===== src/rtl/uart_tx_if.sv =====
// UART transmit request/status bundle: parallel word and frame format in, serial line and status out.
// The master side drives a request; the slave side serialises it.
interface uart_tx_if #(
    parameter int DIV_W = 16
);
    logic             start;
    logic [7:0]       data_in;
    logic [DIV_W-1:0] br_div;
    logic             word;
    logic             stop;
    logic             parity_en;
    logic             parity_odd;
    logic             tx_out;
    logic             busy;
    logic             finish;

    modport master (
        output start, data_in, br_div, word, stop, parity_en, parity_odd,
        input  tx_out, busy, finish
    );

    modport slave (
        input  start, data_in, br_div, word, stop, parity_en, parity_odd,
        output tx_out, busy, finish
    );
endinterface


===== src/rtl/uart_tx.sv =====
// UART serialiser: start bit, 7/8 data bits LSB first, optional parity, 1/2 stop bits; tx_out is registered.
// A frame takes br_div*(1+W+P+S) clocks; start is ignored while busy, so there is no queueing.
module uart_tx #(
    parameter int DIV_W = 16
) (
    input  logic    clk,
    input  logic    rst,
    uart_tx_if.slave bus
);
    typedef enum logic [2:0] {
        S_IDLE,
        S_START,
        S_DATA,
        S_PARITY,
        S_STOP
    } state_t;

    localparam logic [DIV_W-1:0] DIV_ONE = {{(DIV_W-1){1'b0}}, 1'b1};

    state_t           state_q,   state_d;
    logic             tx_q,      tx_d;
    logic             busy_q,    busy_d;
    logic             finish_q,  finish_d;
    logic [DIV_W-1:0] baud_q,    baud_d;
    logic [DIV_W-1:0] div_q,     div_d;
    logic [2:0]       d_count_q, d_count_d;
    logic             s_count_q, s_count_d;
    logic [7:0]       shreg_q,   shreg_d;
    logic             word_q,    word_d;
    logic             stop_q,    stop_d;
    logic             par_en_q,  par_en_d;
    logic             par_bit_q, par_bit_d;

    logic accept;
    logic bit_end;
    logic last_data;

    assign accept    = bus.start && !busy_q;
    assign bit_end   = (baud_q == (div_q - DIV_ONE));
    assign last_data = (d_count_q == (word_q ? 3'd7 : 3'd6));

    always_comb begin
        state_d   = state_q;
        tx_d      = tx_q;
        busy_d    = busy_q;
        finish_d  = 1'b0;
        baud_d    = baud_q;
        div_d     = div_q;
        d_count_d = d_count_q;
        s_count_d = s_count_q;
        shreg_d   = shreg_q;
        word_d    = word_q;
        stop_d    = stop_q;
        par_en_d  = par_en_q;
        par_bit_d = par_bit_q;

        if (state_q == S_IDLE) begin
            if (accept) begin
                state_d   = S_START;
                tx_d      = 1'b0;
                busy_d    = 1'b1;
                baud_d    = '0;
                div_d     = (bus.br_div == '0) ? DIV_ONE : bus.br_div;
                shreg_d   = bus.data_in;
                word_d    = bus.word;
                stop_d    = bus.stop;
                par_en_d  = bus.parity_en;
                // bit 7 must not leak into parity on 7-bit words
                par_bit_d = (^{bus.word & bus.data_in[7], bus.data_in[6:0]}) ^ bus.parity_odd;
            end
        end else begin
            baud_d = bit_end ? '0 : (baud_q + DIV_ONE);
            if (bit_end) begin
                unique case (state_q)
                    S_START: begin
                        state_d   = S_DATA;
                        d_count_d = 3'd0;
                        tx_d      = shreg_q[0];
                        shreg_d   = {1'b0, shreg_q[7:1]};
                    end
                    S_DATA: begin
                        if (last_data) begin
                            s_count_d = 1'b0;
                            if (par_en_q) begin
                                state_d = S_PARITY;
                                tx_d    = par_bit_q;
                            end else begin
                                state_d = S_STOP;
                                tx_d    = 1'b1;
                            end
                        end else begin
                            d_count_d = d_count_q + 3'd1;
                            tx_d      = shreg_q[0];
                            shreg_d   = {1'b0, shreg_q[7:1]};
                        end
                    end
                    S_PARITY: begin
                        state_d   = S_STOP;
                        s_count_d = 1'b0;
                        tx_d      = 1'b1;
                    end
                    S_STOP: begin
                        tx_d = 1'b1;
                        if (stop_q && !s_count_q) begin
                            s_count_d = 1'b1;
                        end else begin
                            state_d  = S_IDLE;
                            busy_d   = 1'b0;
                            finish_d = 1'b1;
                        end
                    end
                    default: begin
                        state_d = S_IDLE;
                        tx_d    = 1'b1;
                        busy_d  = 1'b0;
                    end
                endcase
            end
        end
    end

    always_ff @(posedge clk) begin
        if (rst) begin
            state_q   <= S_IDLE;
            tx_q      <= 1'b1;
            busy_q    <= 1'b0;
            finish_q  <= 1'b0;
            baud_q    <= '0;
            div_q     <= DIV_ONE;
            d_count_q <= 3'd0;
            s_count_q <= 1'b0;
            shreg_q   <= 8'h00;
            word_q    <= 1'b1;
            stop_q    <= 1'b0;
            par_en_q  <= 1'b0;
            par_bit_q <= 1'b0;
        end else begin
            state_q   <= state_d;
            tx_q      <= tx_d;
            busy_q    <= busy_d;
            finish_q  <= finish_d;
            baud_q    <= baud_d;
            div_q     <= div_d;
            d_count_q <= d_count_d;
            s_count_q <= s_count_d;
            shreg_q   <= shreg_d;
            word_q    <= word_d;
            stop_q    <= stop_d;
            par_en_q  <= par_en_d;
            par_bit_q <= par_bit_d;
        end
    end

    assign bus.tx_out = tx_q;
    assign bus.busy   = busy_q;
    assign bus.finish = finish_q;
endmodule


===== src/flat_wrapper.sv =====
// flat-port wrapper written by rule: the top's interface ports become plain ports
module uart_tx_flat 
#(
    parameter int DIV_W = 16
)
  (clk, rst, bus_start, bus_data_in, bus_br_div, bus_word, bus_stop, bus_parity_en, bus_parity_odd, bus_tx_out, bus_busy, bus_finish);
  uart_tx_if #(.DIV_W(DIV_W)) bus_i ();
  input  logic clk;
  input  logic rst;
  input wire logic [$bits(bus_i.start)-1:0] bus_start;
  input wire logic [$bits(bus_i.data_in)-1:0] bus_data_in;
  input wire logic [$bits(bus_i.br_div)-1:0] bus_br_div;
  input wire logic [$bits(bus_i.word)-1:0] bus_word;
  input wire logic [$bits(bus_i.stop)-1:0] bus_stop;
  input wire logic [$bits(bus_i.parity_en)-1:0] bus_parity_en;
  input wire logic [$bits(bus_i.parity_odd)-1:0] bus_parity_odd;
  output wire logic [$bits(bus_i.tx_out)-1:0] bus_tx_out;
  output wire logic [$bits(bus_i.busy)-1:0] bus_busy;
  output wire logic [$bits(bus_i.finish)-1:0] bus_finish;
  assign bus_i.start = bus_start;
  assign bus_i.data_in = bus_data_in;
  assign bus_i.br_div = bus_br_div;
  assign bus_i.word = bus_word;
  assign bus_i.stop = bus_stop;
  assign bus_i.parity_en = bus_parity_en;
  assign bus_i.parity_odd = bus_parity_odd;
  assign bus_tx_out = bus_i.tx_out;
  assign bus_busy = bus_i.busy;
  assign bus_finish = bus_i.finish;
  uart_tx #(.DIV_W(DIV_W)) u_core (.clk(clk), .rst(rst), .bus(bus_i));
endmodule

===== config.mk =====
export PLATFORM = sky130hd
export DESIGN_NAME = uart_tx_flat
export DESIGN_NICKNAME = d
export VERILOG_FILES = /design/src/rtl/uart_tx_if.sv /design/src/rtl/uart_tx.sv /design/src/flat_wrapper.sv
export SDC_FILE = /design/constraint.sdc
export NUM_CORES = 1
export LEC_CHECK = 0
export BUFFER_PORTS_ARGS = -buffer_cell sky130_fd_sc_hd__buf_2
export CAP_MARGIN = 5
export CELL_PAD_IN_SITES_DETAIL_PLACEMENT = 1
export CELL_PAD_IN_SITES_GLOBAL_PLACEMENT = 1
export CORE_MARGIN = 2
export CORE_UTILIZATION = 44
export DETAILED_ROUTE_END_ITERATION = 7
export PLACE_DENSITY_LB_ADDON = 0.2
export SYNTH_ARGS = -nofsm -noshare
export SYNTH_HDL_FRONTEND = slang
export SYNTH_SLANG_ARGS = --single-unit

===== constraint.sdc =====
create_clock -name clk -period 4.3 [get_ports clk]
set_clock_uncertainty 0.15 [all_clocks]
set_input_delay 0.43 -clock clk [delete_from_list [all_inputs] [get_ports clk]]
set_output_delay 0.43 -clock clk [all_outputs]
set_load 0.05 [all_outputs]

==> reports/qor_table.md <==
| Step | Metric | This run |
|---|---|---|
| outcome | Outcome | finished, final reports clean |
| power | Leakage component of the power | 1.35 nW |
| timing | Max Clock Freq | 295 MHz |
| route | Drt first pass iters | 4 |
| die | Count of standard-cell rows | 30 |
| setup path | Slowest cell on crit path | a2111oi_0 |
| cts | Number of CTS-inserted buffers | 5 |
| setup path | Family with the most delay on the worst path | compound AO/OA/AOI/OAI gates |
| setup path | WP data arrival | 3.46 ns |
| die | Die area | 7850 µm² |
| timing | Post-layout min period | 3.39 ns |
| cts | Clock latency reported for the late side of the worst-skew pair | 0.31 ns |
| power | Tot Pwr | 0.00196 W |
| route | Sum of routed wire length over all layers | 8490 µm |
| timing | Final Hold Violating Endpoints | 0 |
| cts | Master cell of the clock root buffer | clkbuf_8 |
| setup path | Cells along the critical path | inv_1 -> ha_1 -> or4b_1 -> nor3_1 -> a2111oi_0 -> nand4_1 -> nor3b_4 -> a211o_2 -> o21ai_0 -> a21o_1 |
| cts | Hold_buf cts | 0 |
| die | Core region area | 6870 µm² |
| route | Detailed Route Iter0 Violations | 172 |
| global routing | Via count of the first global-routing pass | 2911 |
| layout | Area growth from synthesis to final layout | 10.5% |
| placed design | Post-detail-place hpwl | 6450 µm |
| route | Post-DR vias/cell | 5.77 |
| cts | Post-cts gate resize count | 0 |
| synth | Number of storage elements in the synthesis netlist | 54 |
| cts | Clock sink count | 54 |
| timing | Slew Viols, Final | 0 |
| setup path | Setup crit end kind | flip-flop |
| placed design | Cell Count Post-Placement | 506 |
| setup path | Critical path class | reg -> reg |
| synth | Number of enable-type register cells in the synthesized netlist | 0 |
| setup path | Setup crit start kind | flip-flop |
| die | Die X | 88.6 µm |
| synth | Number of instances in the synthesized netlist | 394 |
| flow run | Number of max-cap violations | 0 |
| layout | Antenna fix cells | 0 |
| synth | Synth top area share | 34.3% |
| cts | TritonCTS clock tree | yes |
| synth | Largest family of logic cells by synthesized area | simple AND/OR/NAND/NOR gates |
| layout | Fraction of layout cells with a size suffix above 1 | 14.4% |
| synth | Fraction of synthesis flops using an asynchronous set or reset pin | 0% |
| global routing | Wire length of the first global-routing pass | 14400 µm |
| global routing | Antenna violations before repair | 0 |
| synth | Synth Area in Simple Gates | 28.6% |
| cts | Number of buffers on the longest clock path | 2 |
| die | Die H | 88.6 µm |
| synth | Cell area after synthesis | 3150 µm² |
| synth | Cell types occupying the most area after synthesis | dfxtp_1 34%, nand2_1 7.9%, xnor2_1 4.2%, a21oi_1 3.5%, nand3_1 3.3% |
| synth | Multiplexer area fraction after synthesis | 2.90% |
| setup path | Slowest stage delay, CP | 0.58 ns |
| synth | Syn_nets | 428 |
| cts | Number of post-CTS setup repair buffers | 0 |
| cts | H-tree depth | 2 |
| route | Detail Route Antenna Nets | 0 |
| timing | Worst-Margin Slew | 0.835 ns |
| timing | Slew Limit Headroom | 43.9% |
| power | Power per cell area | 565 nW/µm² |
| cts | Clock transition at path regs | 0.11 ns |
| power | Worst IR Drop VDD | 0.212 mV |
| die | Io pins | 34 |
| route | Wire per inst | 16.5 µm |
| setup path | Highest net fanout along the worst path | 18 |
| layout | Share of the core filled with cells | 50.6% |
| timing | RSZ-0062 raised after global routing | false |
| route | Vias | 2965 |
| synth | Cell type with the largest total area after synthesis | dfxtp_1 |
| placed design | PortBufs | 33 |
| layout | Filler Cell Count | 876 |
| hold path | Tightest Hold Check Type | in -> reg |
| synth | Syn Area/Cell | 7.99 µm² |
| placed design | Area post-placement | 3360 µm² |
| synth | Number of distinct standard cells referenced by the synthesized netlist | 61 |
| setup path | Worst EP required | 4.37 ns |
| timing | Post-route fraction of the period consumed by the critical path | 78.8% |
| setup path | Number of buffer and inverter instances along the worst setup path | 1 |
| global routing | Global router's overall resource usage | 23.2% |
| global routing | Congestion Overflow GR | 0 |
| timing | Setup TNS after final layout | 0 ns |
| synth | Yosys warning total | 0 |
| synth | Leading register cell type out of synthesis | dfxtp_1 |
| route | DRC errors left | 0 |
| layout | Post-layout instance count excluding filler cells | 514 |
| placed design | Routability cong. | 0.880 |
| timing | Final setup violation count | 0 |
| die | Effective utilization at floorplan | 45.8% |
| synth | Fraction of the mapped netlist area in compound gates | 20.6% |
| synth | Fraction of the yosys area taken by sequential cells | 34.3% |
| layout | Final design area excluding fillers | 3480 µm² |
| synth | Parity-gate share of the synthesized area counting xor and xnor cells | 7.95% |
| global routing | Largest net degree at the start of global routing | 42 |
| layout | Number of nets in the finished design | 451 |
| synth | Adder-cell area share of the yosys netlist | 1.19% |
==> report_power, final <==
| group | internal [W] | switching [W] | total [W] | leakage, nW |
|---|---|---|---|---|
| Combinational | 0.000341 | 0.000565 | 0.000906 | 0.863 |
| Clock | 0.000174 | 0.000181 | 0.000354 | 0.0504 |
| Sequential | 0.000593 | 0.000109 | 0.000702 | 0.440 |
| Total | 0.00111 | 0.000855 | 0.00196 | 1.35 |
==> final timing paths <==
kind,from,endpoint,slack [ns],cells past startpoint
setup / recovery,u_core.div_q[0],u_core.baud_q[4],0.91,10
hold / removal,bus_word,u_core.word_q,0.20,3
setup reg to reg,u_core.div_q[0],u_core.baud_q[4],0.91,10
hold reg to reg,u_core.par_bit_q,u_core.par_bit_q,0.32,2
==> registers in the layout, summed over array words and instances, names as in the netlist, 3 cells and up <==
signal            count
u_core.baud_q        16
u_core.state_q        3
u_core.div_q         16
u_core.shreg_q        8
u_core.d_count_q      3
==> worst register-to-register path, delay by kind of cell, from the launching register on <==
kind,cells,cell delay (ns)
compound gates,4,1.31
fa+ha+maj,1,0.28
simple gates,4,1.03
flops,1,0.47
buf+inv,1,0.08
==> synth_stat cells (3+ instances only) <==
master    instances
a21oi_1          22
and3_1            7
buf_6             3
nor4_1            7
a211oi_1          5
a211oi_2          4
dfxtp_1          54
or4_1             5
nand3_1          21
nand4_1           6
o31ai_1           5
o311ai_1          5
inv_1            10
nand2_1          66
nor2b_1           3
o21ai_0          16
o22ai_1           3
xnor2_1          15
clkbuf_1         17
ha_1              3
nor3b_1           3
xor2_1           11
mux2i_1           8
a21o_1            6
nor3_1           12
nand3b_1          3
nor2_1           26
or3_1             6
==> area by class of cell <==
cell class	count	area, µm²	share of cell area (%)
multi-input cells	309	1930	55.6
flip-flops and latches	54	1080	31.1
repair buffers	36	188	5.40
well taps	96	120	3.45
clock buffers	5	68.8	1.98
clock inverters	3	45.0	1.30
inverters	11	41.3	1.19
==> per-stage QoR <==
| step | setup WS (ns) | hold slack (ns) |
|---|---|---|
| 2_1_floorplan | 1.25 | 0.282 |
| 3_5_place_dp | 0.932 | 0.311 |
| 3_3_place_gp | 1.08 | 0.293 |
| 6_report | 0.912 | 0.200 |
| 4_1_cts | 0.914 | 0.189 |
| 5_1_grt | 0.562 | 0.200 |
==> layer usage <==
metal	up-vias	wire length (µm)	GRT usage [%]
li1	1479	-	-
met1	1433	4280	33.6
met2	49	3910	37.9
met3	4	246	3.17
met4	0	44	3.31
met5	-	0	0
==> cell families after synthesis <==
kind of cell | Yosys count
muxes | 9
xor gates and xnor gates | 27
buffers and inverters | 31
AOI/OAI and AO/OA | 92
and+or+nand+nor | 178
adders and majority gates | 3
DFF | 54
==> cells in the final DEF (no fill, tap or decap), types with 5 or more instances in the layout <==
master,synthesis,routed
nand3_1,21,21
or4_1,5,5
nand4_1,6,6
buf_2,0,33
nor4_1,7,7
nor2_1,26,26
and3_1,7,7
a21o_1,6,6
a211oi_1,5,5
o21ai_0,16,16
or3_1,6,6
mux2i_1,8,8
dfxtp_1,54,54
xnor2_1,15,15
a21oi_1,22,22
nand2_1,66,66
o31ai_1,5,5
inv_1,10,10
clkbuf_8,0,5
o311ai_1,5,5
xor2_1,11,11
nor3_1,12,11
Power figures use the tool's default switching activity.
